[src/rtl/rr_arb_bin_if.sv]
// Request/grant bundle between requesters, the round-robin arbiter and the downstream decoder.
// The arbiter takes the master side; the consumer of grants takes the slave side.
interface rr_arb_bin_if #(
    parameter int unsigned IN  = 3,
    parameter int unsigned REQ = 1 << IN
);
    logic [REQ-1:0] req;
    logic           grant_valid;
    logic [IN-1:0]  grant_idx;
    logic           grant_ready;

    modport master (
        input  req,
        input  grant_ready,
        output grant_valid,
        output grant_idx
    );

    modport slave (
        output req,
        output grant_ready,
        input  grant_valid,
        input  grant_idx
    );
endinterface

[src/rtl/rr_arb_bin.sv]
// Round-robin arbiter with a binary grant index and a valid/ready grant handshake.
// A grant is held until accepted; the search pointer advances past each accepted winner.
module rr_arb_bin #(
    parameter int unsigned IN  = 3,
    parameter int unsigned REQ = 1 << IN,
    parameter logic        ACT = 1'b1
) (
    input logic          clk,
    input logic          reset,
    rr_arb_bin_if.master bus
);

    typedef enum logic [0:0] {StIdle, StHold} state_t;

    state_t         r_state;
    logic           r_valid;
    logic [IN-1:0]  r_idx;
    logic [IN-1:0]  r_ptr;

    logic [REQ-1:0] w_req;
    logic           w_accept;
    logic [IN-1:0]  w_next_ptr;
    logic [IN-1:0]  w_scan_ptr;
    logic [IN-1:0]  w_win;
    logic           w_any;

    // Offset from base, wrapped at REQ (which need not be a power of two).
    function automatic logic [IN-1:0] wrap_idx(input logic [IN-1:0] base, input int unsigned off);
        int unsigned sum;
        sum = 32'(base) + off;
        if (sum >= REQ) begin
            sum = sum - REQ;
        end
        return IN'(sum);
    endfunction

    assign w_req      = ACT ? bus.req : ~bus.req;
    assign w_accept   = r_valid & bus.grant_ready;
    assign w_next_ptr = (r_idx >= IN'(REQ - 1)) ? '0 : r_idx + IN'(1);
    // On an accept the next winner is searched from the already-advanced pointer.
    assign w_scan_ptr = w_accept ? w_next_ptr : r_ptr;

    always_comb begin
        w_any = 1'b0;
        w_win = '0;
        for (int unsigned i = 0; i < REQ; i++) begin
            if (!w_any && w_req[wrap_idx(w_scan_ptr, i)]) begin
                w_any = 1'b1;
                w_win = wrap_idx(w_scan_ptr, i);
            end
        end
    end

    always_ff @(posedge clk or posedge reset) begin
        if (reset) begin
            r_state <= StIdle;
            r_valid <= 1'b0;
            r_idx   <= '0;
            r_ptr   <= '0;
        end else begin
            unique case (r_state)
                StIdle: begin
                    if (w_any) begin
                        r_state <= StHold;
                        r_valid <= 1'b1;
                        r_idx   <= w_win;
                    end
                end
                StHold: begin
                    if (w_accept) begin
                        r_ptr <= w_next_ptr;
                        if (w_any) begin
                            r_idx <= w_win;
                        end else begin
                            r_state <= StIdle;
                            r_valid <= 1'b0;
                        end
                    end
                end
                default: begin
                    r_state <= StIdle;
                    r_valid <= 1'b0;
                end
            endcase
        end
    end

    assign bus.grant_valid = r_valid;
    assign bus.grant_idx   = r_idx;

endmodule

[src/flat_wrapper.sv]
// flat-port wrapper written by rule: the top's interface ports become plain ports
module rr_arb_bin_flat 
#(
    parameter int unsigned IN  = 3,
    parameter int unsigned REQ = 1 << IN,
    parameter logic        ACT = 1'b1
)
  (clk, reset, bus_req, bus_grant_ready, bus_grant_valid, bus_grant_idx);
  rr_arb_bin_if #(.IN(IN), .REQ(REQ)) bus_i ();
  input logic clk;
  input logic reset;
  input wire logic [$bits(bus_i.req)-1:0] bus_req;
  input wire logic [$bits(bus_i.grant_ready)-1:0] bus_grant_ready;
  output wire logic [$bits(bus_i.grant_valid)-1:0] bus_grant_valid;
  output wire logic [$bits(bus_i.grant_idx)-1:0] bus_grant_idx;
  assign bus_i.req = bus_req;
  assign bus_i.grant_ready = bus_grant_ready;
  assign bus_grant_valid = bus_i.grant_valid;
  assign bus_grant_idx = bus_i.grant_idx;
  rr_arb_bin #(.IN(IN), .REQ(REQ), .ACT(ACT)) u_core (.clk(clk), .reset(reset), .bus(bus_i));
endmodule
[config.mk]
export PLATFORM = sky130hd
export DESIGN_NAME = rr_arb_bin_flat
export DESIGN_NICKNAME = d
export VERILOG_FILES = /design/src/rtl/rr_arb_bin_if.sv /design/src/rtl/rr_arb_bin.sv /design/src/flat_wrapper.sv
export SDC_FILE = /design/constraint.sdc
export NUM_CORES = 1
export LEC_CHECK = 0
export ABC_AREA = 1
export ABC_CLOCK_PERIOD_IN_PS = 7300
export CAP_MARGIN = 20
export CORE_AREA = 4 4 68 70
export CTS_CLUSTER_SIZE = 20
export DETAILED_ROUTE_END_ITERATION = 12
export DIE_AREA = 0 0 72 74
export HOLD_SLACK_MARGIN = 0.02
export SYNTH_ARGS = -nofsm -noshare
export SYNTH_HDL_FRONTEND = slang
export SYNTH_SLANG_ARGS = --single-unit
[constraint.sdc]
create_clock -name clk -period 7.3 [get_ports clk]
set_clock_uncertainty 0.15 [all_clocks]
set_input_delay 1.46 -clock clk [delete_from_list [all_inputs] [get_ports clk]]
set_output_delay 1.46 -clock clk [all_outputs]
set_load 0.05 [all_outputs]
## After elaboration in Yosys (flattened, before gate mapping)

Index checks and enable logic that the tools add are counted.
Widths: inputs -> output; s select.

| word-level totals | value |
|---|---|
| word-level logic and storage cells | 109 |
| input bits | 11 |
| output and inout port bits | 4 |
| register bits | 8 |

| cells by class | value |
|---|---|
| bitwise operators | 2 |
| magnitude comparators | 17 |
| equality and inequality tests | 3 |
| reduce and logical (&&, ||, !) cells | 15 |
| multiplexer cells | 52 |
| $add $sub $neg | 16 |

Operator list:

| operator | count |
|---|---|
| $mux 3 | 20 |
| $lt 3x4->1 const B | 8 |
| $ge 4x4->1 const B | 7 |
| $bmux 1 s3 | 8 |
| $sub 3x1->3 const B | 8 |
| $mux 1 | 21 |
| $add 3x3->4 const B | 4 |
| $add 3x2->4 const B | 2 |
| $logic_and 1x1->1 | 7 |
| $logic_not 1->1 | 7 |
| $pmux 3 s2 | 1 |
| $add 3x1->4 const B | 1 |
| $ge 3x4->1 const B | 1 |
| $ne 2x2->1 const B | 2 |
| $pmux 1 s2 | 2 |
| $add 3x1->3 const B | 1 |
| $ge 3x3->1 const B | 1 |
| $reduce_and 3->1 | 1 |
| $ne 2x1->1 const B | 1 |
| $and 1x1->1 | 1 |
| $not 1->1 | 1 |

## Depth between registers and ports, before layout

Gate-level depths: netlist of the first run.

| logic depth | value |
|---|---|
| depth in word-level cells | 32 |
| mapped depth | 21 |
| mapped depth without buffers | 20 |

## Worst setup path before layout of the first run

No wires, ideal clock.

| path | value |
|---|---|
| kind | input -> register |
| from | input port bus_grant_ready |
| to | register u_core.r_valid, in the netlist u_core.bus.grant_valid |
| data required time | 7.028 ns |
| buffers on the path | 1 |
| setup time | 0.122 ns |
| arrival | 3.489 ns |
| cell stages on the path | 19 |
| path slack | 3.539 ns |
| path through | nand2_4 inv_4 nor2_1 inv_2 nand2_4 buf_6 ha_1 inv_1 nand3_1 nand3_1 nand2_1 nor2_4 nand4_4 nor2_4 nand2_2 nor2_4 inv_1 o21ai_1 nand2_1 |

| on the way | value |
|---|---|
| longest elaborated chain between the ends | 30 |
| elaborated cells between the ends (all ways) | 75 |
| those cells by class | 15 x add/sub; 8 x order compare; 3 x eq/ne; 33 x mux; 1 x bitwise; 15 x reduce/logical |

RTL lines:

| item | RTL line | source |
|---|---|---|
| start: declaration | flat_wrapper.sv:13 | `input wire logic [$bits(bus_i.grant_ready)-1:0] bus_grant_ready;` |
| $and 1x1->1 * | rr_arb_bin.sv:38 | `assign w_accept = r_valid & bus.grant_ready;` |
| $mux 3 * | rr_arb_bin.sv:41 | `assign w_scan_ptr = w_accept ? w_next_ptr : r_ptr;` |
| named net u_core.w_scan_ptr[1] | rr_arb_bin.sv:23 | `logic [IN-1:0] w_scan_ptr;` |
| branches (longest 25 deep; another with $add 3x1->4) | - |  |
| $mux 1 * | rr_arb_bin.sv:47 | `if (!w_any && w_req[wrap_idx(w_scan_ptr, i)]) begin` |
| $ne 2x2->1 (no line) or $ne 2x1->1 (tied branches) | - |  |
| $reduce_and 3->1 (no line) * | - |  |
| end signal: assignment | rr_arb_bin.sv:57 | `r_valid <= 1'b0;` |
| end signal: assignment | rr_arb_bin.sv:65 | `r_valid <= 1'b1;` |
| end signal: assignment | rr_arb_bin.sv:76 | `r_valid <= 1'b0;` |
| end: declaration | rr_arb_bin.sv:16 | `logic r_valid;` |

Mark *: on every way through the listed nets, which the timed path passes. The select of a mux whose other input is x is not followed.
A chain may end at the register's enable or synchronous reset.

## Worst setup path after layout of the first run

| path | value |
|---|---|
| from | input port bus_grant_ready |
| to | register u_core.r_valid, in the netlist u_core.bus.grant_valid |

| on the way | value |
|---|---|
| longest elaborated chain between the ends | 30 |
| elaborated cells between the ends (all ways) | 75 |
| those cells by class | 15 x add/sub; 8 x order compare; 3 x eq/ne; 33 x mux; 1 x bitwise; 15 x reduce/logical |

RTL lines:

| item | RTL line |
|---|---|
| $and 1x1->1 * | rr_arb_bin.sv:38 |
| branches (longest 28 deep; another with $add 3x1->4) | - |
| $reduce_and 3->1 (no line) * | - |

Every way passes the cells marked *. The select of a mux whose other input is x is not followed.

==> impl_metrics.yaml, run 1 <==
status:
  outcome: "finished clean"
synth:
  synth_area_um2: 1420
  syn_avg_cell_area_um2: 5.76
  synth_fa_ha_area_share_pct: 3.52
  synth_top_family_by_area: "simple AND/OR/NAND/NOR gates"
  synthTopCellsByArea: "nand2_1 23%, nand3_1 16%, dfrtp_1 14%"
  synthSimpleGateAreaFrac_pct: 60.7
  yosys-mux-area-fraction_pct: 0
  yosys_warnings: 0
  synth_seq_cells: 8
  synth-async-reset-ratio_pct: 100
  yosys_most_used_dff: "dfrtp_1"
  synth-edff-count: 0
  synth_most_common_cell: "nand2_1"
  yosys.cell_types.count: 22
  yosysSeqAreaShare_pct: 14.1
  synth_common_cells: "87 x nand2_1, 46 x nand3_1, 31 x inv_1"
  synth-xor-area-share_pct: 2.55
  syn-num-nets: 262
  synth_top_cell_area_share_pct: 23.0
  synth_top_area_cell: "nand2_1"
  syn_inst: 247
  synth-compound-area-share_pct: 4.57
sta:
  max_slew_margin_pct: 59.8
  fmax_mhz: 231
  fin_ws_ps: 2980
  setup_tns_ps: 0
  worstMarginPinSlew_ps: 596
  setup_viol: 0
  final_max_slew_viol_count: 0
  hold_viol_final: 0
  finalCritPeriodShare_pct: 59.2
  rsz0062_at_grt: "false"
  fin_crit_ps: 4320
setup_path:
  reg2regPathDepth: 18
  critPathBufInv: 4
  required_ps: 7260
  rr_endpoint: "u_core.bus.grant_valid"
  max_stage_delay_ps: 500
  critPathMaxFanout: 15
  r2r_slack_ps: 3850
  crit_slowest_cell: "clkdlybuf4s50_1"
  path_class: "in2reg"
  cp_cell_sequence: "clkdlybuf4s50_1 > nand2_4 > nor2_1 > nand3_1 > nand2_4 > ha_1 > inv_1 > nand3_1 > nand2_1 > nor2_1 > a21oi_1 > inv_2 > nor2_4 > nand2_2 > nor2_4 > inv_1 > o21ai_1 > nand2_1"
  endpoint_kind: "flip-flop"
  reg2reg_from: "u_core.bus.grant_idx[0]"
  cp.arrival_ps: 4280
  cp_top_family: "simple AND/OR/NAND/NOR gates"
  startpoint_type: "input port"
drt:
  drt-initial-drc-count: 113
  detail-route-antenna-nets: 0
  wl_per_cell_um: 11.6
  vias_per_cell: 4.90
  first_pass_iters: 4
  vias: 1515
  routed_wl_um: 3580
  drcViolationCount: 0
global_route:
  grt_pass1_vias: 1415
  grt_max_degree: 16
  grt_usage_pct: 14.5
  grt_pass1_wl_um: 6150
  antenna_found_initial: 0
  grt_overflow_total: 0
floorplanning:
  rows: 23
  core_area_um2: 3970
  dieWidth_um: 72
  die_area_um2: 5330
  initial_utilization_pct: 35.8
  dieHeight_um: 74
  io_pins: 15
place:
  place_ws_ps: 2790
  gp_congestion: 0.856
  io_buffers: 14
  hpwl_um: 2970
  dp.cells: 306
worst_hold_path:
  whs_endpoint: "u_core.r_ptr[2]"
  hp-start: "u_core.r_ptr[2]"
  whs_path_depth: 2
  min-delay-path-class: "reg2reg"
job:
  max_cap_violations: 0
finish:
  diodes: 0
  nets: 276
  syn2layout_area_growth_pct: 13.2
  fin_cells: 309
  drive_gt1_share_pct: 13.5
clock_tree:
  tritoncts: "done"
  cts_buffers: 3
  cts_hold_buf: 0
  cts_resized: 0
  clockBufferDepth: 2
  post_cts.repair.setup_buffers: 0
  insertion_delay_ps: 230
  root_buffer: "clkbuf_8"
  cts_sinks: 8
  cts_max_level: 1
  clk_pin_slew_worst_paths_ps: 40
power:
  ir_drop_uv: 98.2
  pwr_density_cell_nw_per_um2: 78.0
  leakage_nw: 0.895
-- kinds of logic after synthesis --
kind of cell	after synthesis
AO/OA/AOI/OAI	13
buffers and inverters	44
XOR/XNOR	2
AND/OR/NAND/NOR	176
flip-flops	8
adder cells (fa/ha/maj)	4
-- stage by stage --
step / hold slack (ps) / power (mW) / instance area, um^2 / utilization [%]
finish: 401 / 0.126 / 1610 / 40.5
global route: 439 / 0.135 / 1610 / 40.5
CTS: 408 / 0.128 / 1610 / 40.5
global placement: 394 / 0.0750 / 1570 / 39.5
detailed placement: 401 / 0.0749 / 1570 / 39.5
floorplan: 341 / 0.0641 / 1420 / -
-- worst register-to-register path, stage by stage (launching register included) --
cell and delay, ps:
dfrtp_1 440, ha_1 230, ha_1 180, nor2_1 170, nand2_4 150, nand2_4 190
ha_1 330, inv_1 240, nand3_1 170, nand2_1 110, nor2_1 70, a21oi_1 200
inv_2 100, nor2_4 180, nand2_2 80, nor2_4 120, inv_1 50, o21ai_1 110
nand2_1 60
-- how the worst max path moves through the flow --
stage | cells past startpoint | slack (ps) | to | startpoint
2_1_floorplan | 19 | 3540 | u_core.bus.grant_valid | bus_grant_ready
3_3_place_gp | 18 | 2800 | u_core.bus.grant_valid | bus_grant_ready
3_5_place_dp | 19 | 2790 | u_core.bus.grant_valid | bus_grant_ready
4_1_cts | 18 | 3010 | u_core.bus.grant_valid | bus_grant_ready
5_1_grt | 18 | 2710 | u_core.bus.grant_valid | bus_grant_ready
6_report | 18 | 2980 | u_core.bus.grant_valid | bus_grant_ready
-- cell type report --
type,count,area [um^2]
repair buffers,14,140
fillers,434,2360
multi-input cells,195,1010
flip-flops and latches,8,200
inverters,39,151
well taps,50,62.6
clock buffers,3,41.3
-- flip-flops by register name (all words and copies together) (netlist names) --
name                    flops
u_core.bus.grant_idx        3
u_core.bus.grant_valid      1
u_core.r_ptr                3
u_core.r_state              1
-- cells in the final DEF (no fill, tap or decap) --
cell             instances
nand3_2                  3
dfrtp_1                  8
xor2_4                   1
o21ai_1                  1
a21oi_1                  2
nor2_1                  14
ha_1                     4
nor2_2                   3
nand2_4                  6
o21ai_0                 10
clkdlybuf4s50_1         14
inv_4                    2
nand2_2                  7
nand3b_1                 1
clkbuf_8                 3
inv_1                   31
inv_2                    6
xnor2_1                  1
nand3_1                 46
nor2_4                   3
nand2_1                 87
nand4_4                  1
nand4_1                  5
-- where the power goes --
part	switching (mW)	internal, mW	leakage (nW)
logic	0.0179	0.0119	0.783
clock network	0.0157	0.0356	0.0216
registers	0	0.0446	0.0909
total	0.0335	0.0921	0.895
-- metal layers --
metal	global-route usage (%)	wire (um)	vias to the layer above
li1	-	-	806
met1	19.2	1710	667
met2	25.2	1700	37
met3	0.811	123	5
met4	4.80	48	0
met5	0	0	-
(Power assumes the default switching activity.)
==> run 2: changes to the inputs <==
--- a/config.mk
+++ b/config.mk
@@ -6,7 +6,7 @@
 export NUM_CORES = 1
 export LEC_CHECK = 0
 export ABC_AREA = 1
-export ABC_CLOCK_PERIOD_IN_PS = 7300
+export ABC_CLOCK_PERIOD_IN_PS = 4500
 export CAP_MARGIN = 20
 export CORE_AREA = 4 4 68 70
 export CTS_CLUSTER_SIZE = 20
==> constraint.sdc (replaced) <==
create_clock -name clk -period 4.5 [get_ports clk]
set_clock_uncertainty 0.15 [all_clocks]
set_input_delay 0.9 -clock clk [delete_from_list [all_inputs] [get_ports clk]]
set_output_delay 0.9 -clock clk [all_outputs]
set_load 0.05 [all_outputs]
==> impl_metrics.yaml, run 2 (synthesis results as in run 1) <==
sta:
  final_max_slew_viol_count: 0
  fin_hold_ws_ps: 409
  finalCritPeriodShare_pct: 84.2
  max_slew_margin_pct: 60.1
  worstMarginPinSlew_ps: 592
  fin_crit_ps: 3790
  hold_viol_final: 0
  rsz0062_at_grt: "false"
  fmax_mhz: 264
  setup_tns_ps: 0
  setup_viol: 0
worst_hold_path:
  whs_endpoint: "u_core.r_ptr[2]"
  min-delay-path-class: "reg2reg"
  hp-start: "u_core.r_ptr[2]"
  whs_path_depth: 2
global_route:
  grt_overflow_total: 0
  grt_usage_pct: 14.5
  grt_pass1_vias: 1402
  antenna_found_initial: 0
  grt_pass1_wl_um: 6200
  grt_max_degree: 16
setup_path:
  endpoint_kind: "flip-flop"
  critPathMaxFanout: 15
  r2r_slack_ps: 1030
  path_class: "in2reg"
  cp.arrival_ps: 3740
  rr_endpoint: "u_core.bus.grant_valid"
  reg2reg_from: "u_core.bus.grant_idx[0]"
  required_ps: 4450
  startpoint_type: "input port"
  reg2regPathDepth: 18
power:
  leakage_nw: 0.895
  clockPowerShare_pct: 40.6
  power_switching_uw: 53.7
  p_sw_share_pct: 26.4
  pwr-share-seq_pct: 35.6
  ir_drop_uv: 131
  combPwrFrac_pct: 23.7
  pwr_density_cell_nw_per_um2: 126
  p_int_uw: 149
  p_total_uw: 203
clock_tree:
  cts_sinks: 8
  tritoncts: "done"
  cts_hold_buf: 0
  clk_pin_slew_worst_paths_ps: 40
  post_cts.repair.setup_buffers: 0
  insertion_delay_ps: 220
  cts_max_level: 1
  root_buffer: "clkbuf_8"
  clockBufferDepth: 2
  cts_resized: 0
  cts_buffers: 3
floorplanning:
  core_area_um2: 3970
  io_pins: 15
  dieHeight_um: 74
  initial_utilization_pct: 35.8
  die_area_um2: 5330
  rows: 23
  dieWidth_um: 72
drt:
  drcViolationCount: 0
  drt-initial-drc-count: 99
  vias_per_cell: 4.86
  wl_per_cell_um: 11.6
  detail-route-antenna-nets: 0
  vias: 1503
  first_pass_iters: 4
  routed_wl_um: 3580
finish:
  multiInputGateArea_um2: 1010
  drive_gt1_share_pct: 13.5
  area.sequential_um2: 200
  final_cell_mix: "87 x nand2_1, 46 x nand3_1, 31 x inv_1"
  nets: 276
  fillCellCount: 440
  final_core_util_pct: 40.5
  syn2layout_area_growth_pct: 13.2
  diodes: 0
  final_common_cell: "nand2_1"
place:
  hpwl_um: 2980
  io_buffers: 14
  gp_congestion: 0.858
status:
  outcome: "finished clean"
job:
  max_cap_violations: 0
## run 2: cell counts in the layout (fill, tap and decap cells not counted)
No cell type changed its count.
## run 2: how the worst max path moves through the flow
stage / from / endpoint / slack, ps
2_1_floorplan: u_core.bus.grant_idx[0] / u_core.bus.grant_valid / 1230
3_3_place_gp: bus_grant_ready / u_core.bus.grant_valid / 560
6_report: bus_grant_ready / u_core.bus.grant_valid / 710
3_5_place_dp: bus_grant_ready / u_core.bus.grant_valid / 520
5_1_grt: bus_grant_ready / u_core.bus.grant_valid / 440
4_1_cts: bus_grant_ready / u_core.bus.grant_valid / 740
## run 2: per-stage QoR
stage,worst slack (ps),std cells,area (um^2)
after floorplan,1230,247,1420
after global placement,561,306,1570
after detailed placement,518,306,1570
after CTS,736,309,1610
after global routing,436,309,1610
final,711,309,1610
## run 2: power groups by stage
stage / logic [mW] / clock network [mW] / registers [mW]
finish: 0.0482 / 0.0824 / 0.0723
global route: 0.0547 / 0.0911 / 0.0722
CTS: 0.0484 / 0.0860 / 0.0723
detailed placement: 0.0483 / 0 / 0.0732
global placement: 0.0483 / 0 / 0.0732
floorplan: 0.0308 / 0 / 0.0732
## run 2: per-layer routing
layer  part of all wire (%)  track usage [%]  up-vias  wire length, um
met3                    5.7            0.405        0              203
met4                      0             3.34        0                0
li1                       -                -      804                -
met5                      0                0        -                0
met1                     48             19.9      657             1700
met2                     47             25.3       42             1680
## run 2: cell type report
| cell class | count | area share (%) |
|---|---|---|
| multi-input cells | 195 | 63.0 |
| flip-flops and latches | 8 | 12.4 |
| inverters | 39 | 9.40 |
| repair buffers | 14 | 8.70 |
| well taps | 50 | 3.89 |
| clock buffers | 3 | 2.56 |
## run 2: worst max-delay path: stages
cell and delay [ps]:
clkdlybuf4s50_1 500, nand2_4 90, nor2_1 100, nand3_1 120, nand2_4 180, ha_1 330, inv_1 240, nand3_1 170
nand2_1 110, nor2_1 70, a21oi_1 230, inv_2 100, nor2_4 180, nand2_2 80, nor2_4 110, inv_1 50
o21ai_1 110, nand2_1 60
